## src/rtl/fetch_decode_reg_pkg.sv

```systemverilog
// Shared definitions for the IF/ID pipeline boundary: state encoding (matches the
// fetch FSM) and the bubble instruction word.
package fetch_decode_reg_pkg;

  localparam logic [31:0] NOP_WORD = 32'd0;

  typedef enum logic {
    NORMAL   = 1'b0,
    WAIT_IMM = 1'b1
  } fd_state_e;

endpackage

```

## src/rtl/fetch_decode_reg_if.sv

```systemverilog
// Fetch-to-decode bundle: the fetch side (master) drives words and hazard controls,
// the pipeline register (slave) returns the decode packet and its busy flag.
interface fetch_decode_reg_if #(
  parameter int DATAWIDTH = 32
) ();

  logic                 stall;
  logic                 flush;
  logic                 extend;
  logic [DATAWIDTH-1:0] pc_in;
  logic [DATAWIDTH-1:0] instr_in;
  logic                 valid_out;
  logic [DATAWIDTH-1:0] pc_out;
  logic [DATAWIDTH-1:0] instr_out;
  logic [DATAWIDTH-1:0] imm_out;
  logic                 ext_out;
  logic                 busy;

  modport master (
    output stall, flush, extend, pc_in, instr_in,
    input  valid_out, pc_out, instr_out, imm_out, ext_out, busy
  );

  modport slave (
    input  stall, flush, extend, pc_in, instr_in,
    output valid_out, pc_out, instr_out, imm_out, ext_out, busy
  );

endinterface

```

## src/rtl/fetch_decode_reg_pipe_reg.sv

```systemverilog
// Single pipeline register word: async reset, hold when not enabled, and a
// synchronous clear that overrides the enable so a flush always lands.
module pipe_reg #(
  parameter int                   WIDTH     = 32,
  parameter logic [WIDTH-1:0]     RESET_VAL = '0
) (
  input  logic             clk,
  input  logic             rst,
  input  logic             en,
  input  logic             clr,
  input  logic [WIDTH-1:0] d,
  output logic [WIDTH-1:0] q
);

  always_ff @(posedge clk or posedge rst) begin
    if (rst) begin
      q <= RESET_VAL;
    end else if (clr) begin
      q <= RESET_VAL;
    end else if (en) begin
      q <= d;
    end
  end

endmodule

```

## src/rtl/fetch_decode_reg.sv

```systemverilog
// IF/ID pipeline register: latches fetched words for decode, merging a two-word
// extended instruction (opcode + 32-bit immediate) into a single packet.
module fetch_decode_reg
  import fetch_decode_reg_pkg::*;
#(
  parameter int                   DATAWIDTH = 32,
  parameter logic [DATAWIDTH-1:0] NOP       = DATAWIDTH'(NOP_WORD)
) (
  input  logic                  clk,
  input  logic                  rst,
  fetch_decode_reg_if.slave     bus
);

  fd_state_e            state_q;
  logic [DATAWIDTH-1:0] hold_pc_q;
  logic [DATAWIDTH-1:0] hold_instr_q;
  logic                 valid_q;
  logic                 ext_q;

  logic [DATAWIDTH-1:0] pc_d;
  logic [DATAWIDTH-1:0] instr_d;
  logic [DATAWIDTH-1:0] imm_d;
  logic [DATAWIDTH-1:0] pc_q;
  logic [DATAWIDTH-1:0] instr_q;
  logic [DATAWIDTH-1:0] imm_q;
  logic                 capEn;

  assign capEn = ~bus.stall;

  // During the bubble for a first word, pc_out keeps its old value; only the
  // opcode slot is forced to NOP so decode sees a harmless instruction.
  always_comb begin
    pc_d    = pc_q;
    instr_d = NOP;
    imm_d   = '0;
    if (state_q == WAIT_IMM) begin
      pc_d    = hold_pc_q;
      instr_d = hold_instr_q;
      imm_d   = bus.instr_in;
    end else if (!bus.extend) begin
      pc_d    = bus.pc_in;
      instr_d = bus.instr_in;
    end
  end

  always_ff @(posedge clk or posedge rst) begin
    if (rst) begin
      state_q      <= NORMAL;
      hold_pc_q    <= '0;
      hold_instr_q <= '0;
      valid_q      <= 1'b0;
      ext_q        <= 1'b0;
    end else if (bus.flush) begin
      state_q      <= NORMAL;
      hold_pc_q    <= '0;
      hold_instr_q <= '0;
      valid_q      <= 1'b0;
      ext_q        <= 1'b0;
    end else if (!bus.stall) begin
      case (state_q)
        NORMAL: begin
          if (bus.extend) begin
            hold_pc_q    <= bus.pc_in;
            hold_instr_q <= bus.instr_in;
            valid_q      <= 1'b0;
            ext_q        <= 1'b0;
            state_q      <= WAIT_IMM;
          end else begin
            valid_q <= 1'b1;
            ext_q   <= 1'b0;
          end
        end
        WAIT_IMM: begin
          valid_q <= 1'b1;
          ext_q   <= 1'b1;
          state_q <= NORMAL;
        end
        default: begin
          state_q <= NORMAL;
        end
      endcase
    end
  end

  pipe_reg #(.WIDTH(DATAWIDTH), .RESET_VAL('0)) u_pc_reg (
    .clk (clk),
    .rst (rst),
    .en  (capEn),
    .clr (bus.flush),
    .d   (pc_d),
    .q   (pc_q)
  );

  pipe_reg #(.WIDTH(DATAWIDTH), .RESET_VAL(NOP)) u_instr_reg (
    .clk (clk),
    .rst (rst),
    .en  (capEn),
    .clr (bus.flush),
    .d   (instr_d),
    .q   (instr_q)
  );

  pipe_reg #(.WIDTH(DATAWIDTH), .RESET_VAL('0)) u_imm_reg (
    .clk (clk),
    .rst (rst),
    .en  (capEn),
    .clr (bus.flush),
    .d   (imm_d),
    .q   (imm_q)
  );

  // busy is deliberately unregistered so fetch sees it in the same cycle.
  assign bus.busy      = (state_q == WAIT_IMM);
  assign bus.valid_out = valid_q;
  assign bus.ext_out   = ext_q;
  assign bus.pc_out    = pc_q;
  assign bus.instr_out = instr_q;
  assign bus.imm_out   = imm_q;

endmodule

```

## src/flat_wrapper.sv

```systemverilog
// flat-port wrapper written by rule: the top's interface ports become plain ports
module fetch_decode_reg_flat import fetch_decode_reg_pkg::*;
#(
  parameter int                   DATAWIDTH = 32,
  parameter logic [DATAWIDTH-1:0] NOP       = DATAWIDTH'(NOP_WORD)
)
  (clk, rst, bus_stall, bus_flush, bus_extend, bus_pc_in, bus_instr_in, bus_valid_out, bus_pc_out, bus_instr_out, bus_imm_out, bus_ext_out, bus_busy);
  fetch_decode_reg_if #(.DATAWIDTH(DATAWIDTH)) bus_i ();
  input  logic clk;
  input  logic rst;
  input wire logic [$bits(bus_i.stall)-1:0] bus_stall;
  input wire logic [$bits(bus_i.flush)-1:0] bus_flush;
  input wire logic [$bits(bus_i.extend)-1:0] bus_extend;
  input wire logic [$bits(bus_i.pc_in)-1:0] bus_pc_in;
  input wire logic [$bits(bus_i.instr_in)-1:0] bus_instr_in;
  output wire logic [$bits(bus_i.valid_out)-1:0] bus_valid_out;
  output wire logic [$bits(bus_i.pc_out)-1:0] bus_pc_out;
  output wire logic [$bits(bus_i.instr_out)-1:0] bus_instr_out;
  output wire logic [$bits(bus_i.imm_out)-1:0] bus_imm_out;
  output wire logic [$bits(bus_i.ext_out)-1:0] bus_ext_out;
  output wire logic [$bits(bus_i.busy)-1:0] bus_busy;
  assign bus_i.stall = bus_stall;
  assign bus_i.flush = bus_flush;
  assign bus_i.extend = bus_extend;
  assign bus_i.pc_in = bus_pc_in;
  assign bus_i.instr_in = bus_instr_in;
  assign bus_valid_out = bus_i.valid_out;
  assign bus_pc_out = bus_i.pc_out;
  assign bus_instr_out = bus_i.instr_out;
  assign bus_imm_out = bus_i.imm_out;
  assign bus_ext_out = bus_i.ext_out;
  assign bus_busy = bus_i.busy;
  fetch_decode_reg #(.DATAWIDTH(DATAWIDTH), .NOP(NOP)) u_core (.clk(clk), .rst(rst), .bus(bus_i));
endmodule
```

## config.mk

```make
export PLATFORM = sky130hd
export DESIGN_NAME = fetch_decode_reg_flat
export DESIGN_NICKNAME = d
export VERILOG_FILES = /design/src/rtl/fetch_decode_reg_pkg.sv /design/src/rtl/fetch_decode_reg_if.sv /design/src/rtl/fetch_decode_reg_pipe_reg.sv /design/src/rtl/fetch_decode_reg.sv /design/src/flat_wrapper.sv
export SDC_FILE = /design/constraint.sdc
export NUM_CORES = 1
export LEC_CHECK = 0
export ABC_AREA = 1
export ABC_CLOCK_PERIOD_IN_PS = 14000
export BUFFER_PORTS_ARGS = -buffer_cell sky130_fd_sc_hd__buf_2
export CORE_MARGIN = 2
export CORE_UTILIZATION = 40
export DETAILED_ROUTE_END_ITERATION = 6
export PLACE_DENSITY = 0.66
export SLEW_MARGIN = 30
export SYNTH_ARGS = -nofsm -noshare
export SYNTH_HDL_FRONTEND = slang
export SYNTH_SLANG_ARGS = --single-unit
```

## constraint.sdc

```tcl
create_clock -name clk -period 14 [get_ports clk]
set_input_delay 0.7 -clock clk [delete_from_list [all_inputs] [get_ports clk]]
set_output_delay 0.7 -clock clk [all_outputs]
set_load 0.01 [all_outputs]
```

==> impl_results.md <==
- Synthesis-to-layout area growth: 21.14%
- Reg-to-reg startpoint: u_core.bus.busy$_DFFE_PP0P_
- Status: complete, no violations
- Cells after Synth: 914
- Hpwl dp: 10.91 mm
- Worst Hold Class: in2async
- Synth Area in Compound Gates: 0.2277%
- Min cycle time layout: 2.551 ns
- Int Pwr: 0.8111 mW
- GRT overflow: 0
- Slew @ Worst Pin: 0.8719 ns
- Vias in the first global route: 5828
- Routability Congestion: 0.7385
- Drt initial violations: 528
- Die area: 18950 µm²
- Overall power: 1.077 mW
- Sequential share of power: 46.9%
- H-tree depth: 4
- Synth Warn #: 0
- Initial antenna violation count: 1
- Final Skew: 0.006097 ns
- Combinational power share: 9.5%
- Final worst-path cycle share: 18.22%
- Synth Cell Area: 7144 µm²
- Max-cap check violation count: 0
- Yosys reg bits: 163
- Leak: 5.256 nW
- Cells on worst reg2reg path: 5
- Via count: 6243
- Initial Utilization: 41.16%
- CP Data Arrival Time: 2.86 ns
- Pins over their slew limit: 0
- Num ports: 168
- Drt pass-1 iters: 5
- Cts hold-fix bufs: 0
- Largest net degree at the start of global routing: 97
- Critical path type: reg2reg
- Setup total negative slack: 0 ns
- Simple-gate portion of the synthesized area: 38.42%
- Main combinational cell family by area after synthesis: simple AND/OR/NAND/NOR gates
- Area after DPL: 8059 µm²
- Clock Pin Slew Worst Setup and Hold Paths: 0.06 ns
- Antenna viol nets, final: 0
- Netlist cell types: 17
- Die W: 137.6 µm
- Share of layout cells above drive strength 1: 20.19%
- Fin nets: 1118
- CTS tree: built
- Fin. Hold Viols: 0
- F_max: 391.9 MHz
- Seq/Total Area, Yosys: 57.09%
- Syn nets: 983
- Number of fill cells in the layout: 1739
- Worst path required time: 14.30 ns
- # port buffers: 167
- Crit path from: u_core.bus.busy$_DFFE_PP0P_
- Post-layout util: 49.86%
- CTS root buf: clkbuf_16
- CTS Buf Count: 17
- Core area: 17360 µm²
- CTS sink cnt: 163
- DR vias/cell: 4.855
- Syn avg cell area: 7.817 µm²
- Post-synthesis xor/xnor area fraction: 0%
- First-pass GRT wire length: 30.08 mm
- Drt total wl: 18.78 mm
- Residual DRC count: 0
- Switching share of power: 24.68%
- CTS max path bufs: 2
- Chip Height: 137.6 µm
- VDD IR max: 90.71 µV
- RSZ-0062 raised after global routing: false
- Crit path max fanout: 42
- GRT Overall Usage: 20.33%
- Final setup viols: 0
- WL/cell: 14.61 µm
- NetSw: 0.2657 mW
- Post-Synth Adder-Cell Area: 0%
- Multiplexer area fraction after synthesis: 0%
- CTS resizes: 0
- PwrDens: 124.4 nW/µm²
- CP Capture Type: flop
- Clock network fraction of design power: 43.6%
- Worst Setup Start Kind: flop
- Design area: 8655 µm²
- Slew headroom: 41.87%
- Num rows: 48
- Post-CTS setup buffers: 0
- Worst skew pair latency: 0.42 ns
final timing paths:
| path | end | slack (ns) |
|---|---|---|
| setup / recovery | u_core.hold_instr_q[3]$_DFFE_PP0P_ | 11.45 |
| hold / removal | u_core.u_instr_reg.q[20]$_DFFE_PP0P_ | 0.41 |
| setup reg to reg | u_core.hold_instr_q[3]$_DFFE_PP0P_ | 11.45 |
| hold reg to reg | u_core.u_imm_reg.q[8]$_DFFE_PP0P_ | 0.47 |
| max in group asynchronous | u_core.bus.busy$_DFFE_PP0P_ | 12.35 |
| min in group clk | u_core.u_imm_reg.q[8]$_DFFE_PP0P_ | 0.47 |
stage by stage:
stage          std cells  hold slack [ns]  worst slack [ns]
2_1_floorplan        914           0.4686             8.895
3_3_place_gp        1255           0.4581             11.42
3_5_place_dp        1255           0.4612             11.41
4_1_cts             1285           0.4768             11.39
5_1_grt             1285           0.4899             11.27
6_report            1286           0.4074             11.45
Yosys cell counts:
cell      count  area share [%]
nand2_2       2            0.18
nand3_2       1            0.14
buf_1         9            0.47
clkbuf_1     17            0.89
buf_2        25             1.8
inv_4         1           0.088
nor2_2        1           0.088
nand3_1     128             9.0
nand2_1     548              29
dfrtp_1     163              57
buf_4         7            0.74
inv_2         2            0.11
nor2_1        2            0.11
o22ai_1       1           0.088
o21ai_0       2            0.14
inv_1         4            0.21
nor2_4        1            0.16
power by group through the flow:
| stage | sequential (mW) | clock, mW | combinational, mW |
|---|---|---|---|
| detailed placement | 0.513 | 0 | 0.104 |
| global route | 0.507 | 0.496 | 0.116 |
| finish | 0.505 | 0.470 | 0.103 |
| CTS | 0.505 | 0.477 | 0.105 |
| global placement | 0.512 | 0 | 0.103 |
| floorplan | 0.514 | 0 | 0.0593 |
state kept, by name (all words and copies together), names as in the netlist:
register and cells:
u_core.u_pc_reg.q 32, u_core.hold_pc_q 32, u_core.u_instr_reg.q 32, u_core.hold_instr_q 32, u_core.bus.ext_out 1, u_core.u_imm_reg.q 32
u_core.bus.valid_out 1, u_core.bus.busy 1
logic make-up (layout without fill, tap and decap cells):
kind of cell	Yosys count	in the layout
simple gates	683	683
flops	163	163
buf+inv	65	211
compound gates	3	3
other cells	0	1
placed cells by master, fill, tap and decap left out:
cell type  count
nor2_1         1
dfrtp_4        1
o21ai_0        2
nor2_2         2
bufinv_16      2
buf_6          1
nand3_2        1
clkbuf_8       6
inv_4          3
inv_1          2
clkinv_4       1
clkinv_2       3
nand2_2        3
diode_2        1
clkbuf_1       3
buf_2        167
nand2_1      547
o22ai_1        1
nor2_4         1
nand3_1      128
buf_4          6
dfrtp_1      162
clkbuf_16     17
critical path, stage by stage, from the launching register on:
cell     delay, ns
dfrtp_4       0.68
inv_4         0.42
nand3_2       0.59
buf_4         0.52
nand3_1       0.13
nand2_1       0.07
area by class of cell:
class / instances / area [µm²] / area share (%)
flip-flops and latches: 163 / 4083 / 47.17
well taps: 225 / 281.5 / 3.253
diodes: 1 / 2.502 / 0.02891
clock buffers: 26 / 519.2 / 6.000
inverters: 7 / 40.04 / 0.4626
multi-input cells: 686 / 2766 / 31.96
repair buffers: 174 / 892.1 / 10.31
clock inverters: 4 / 70.07 / 0.8096
layer usage:
metal | GRT usage (%) | wire [µm] | vias up
met1 | 28.32 | 8831 | 2931
met2 | 31.70 | 8574 | 182
met5 | 0 | 0 | -
met4 | 5.498 | 217 | 0
met3 | 5.040 | 1160 | 16
li1 | - | - | 3114
Power figures use the tool's default switching activity.
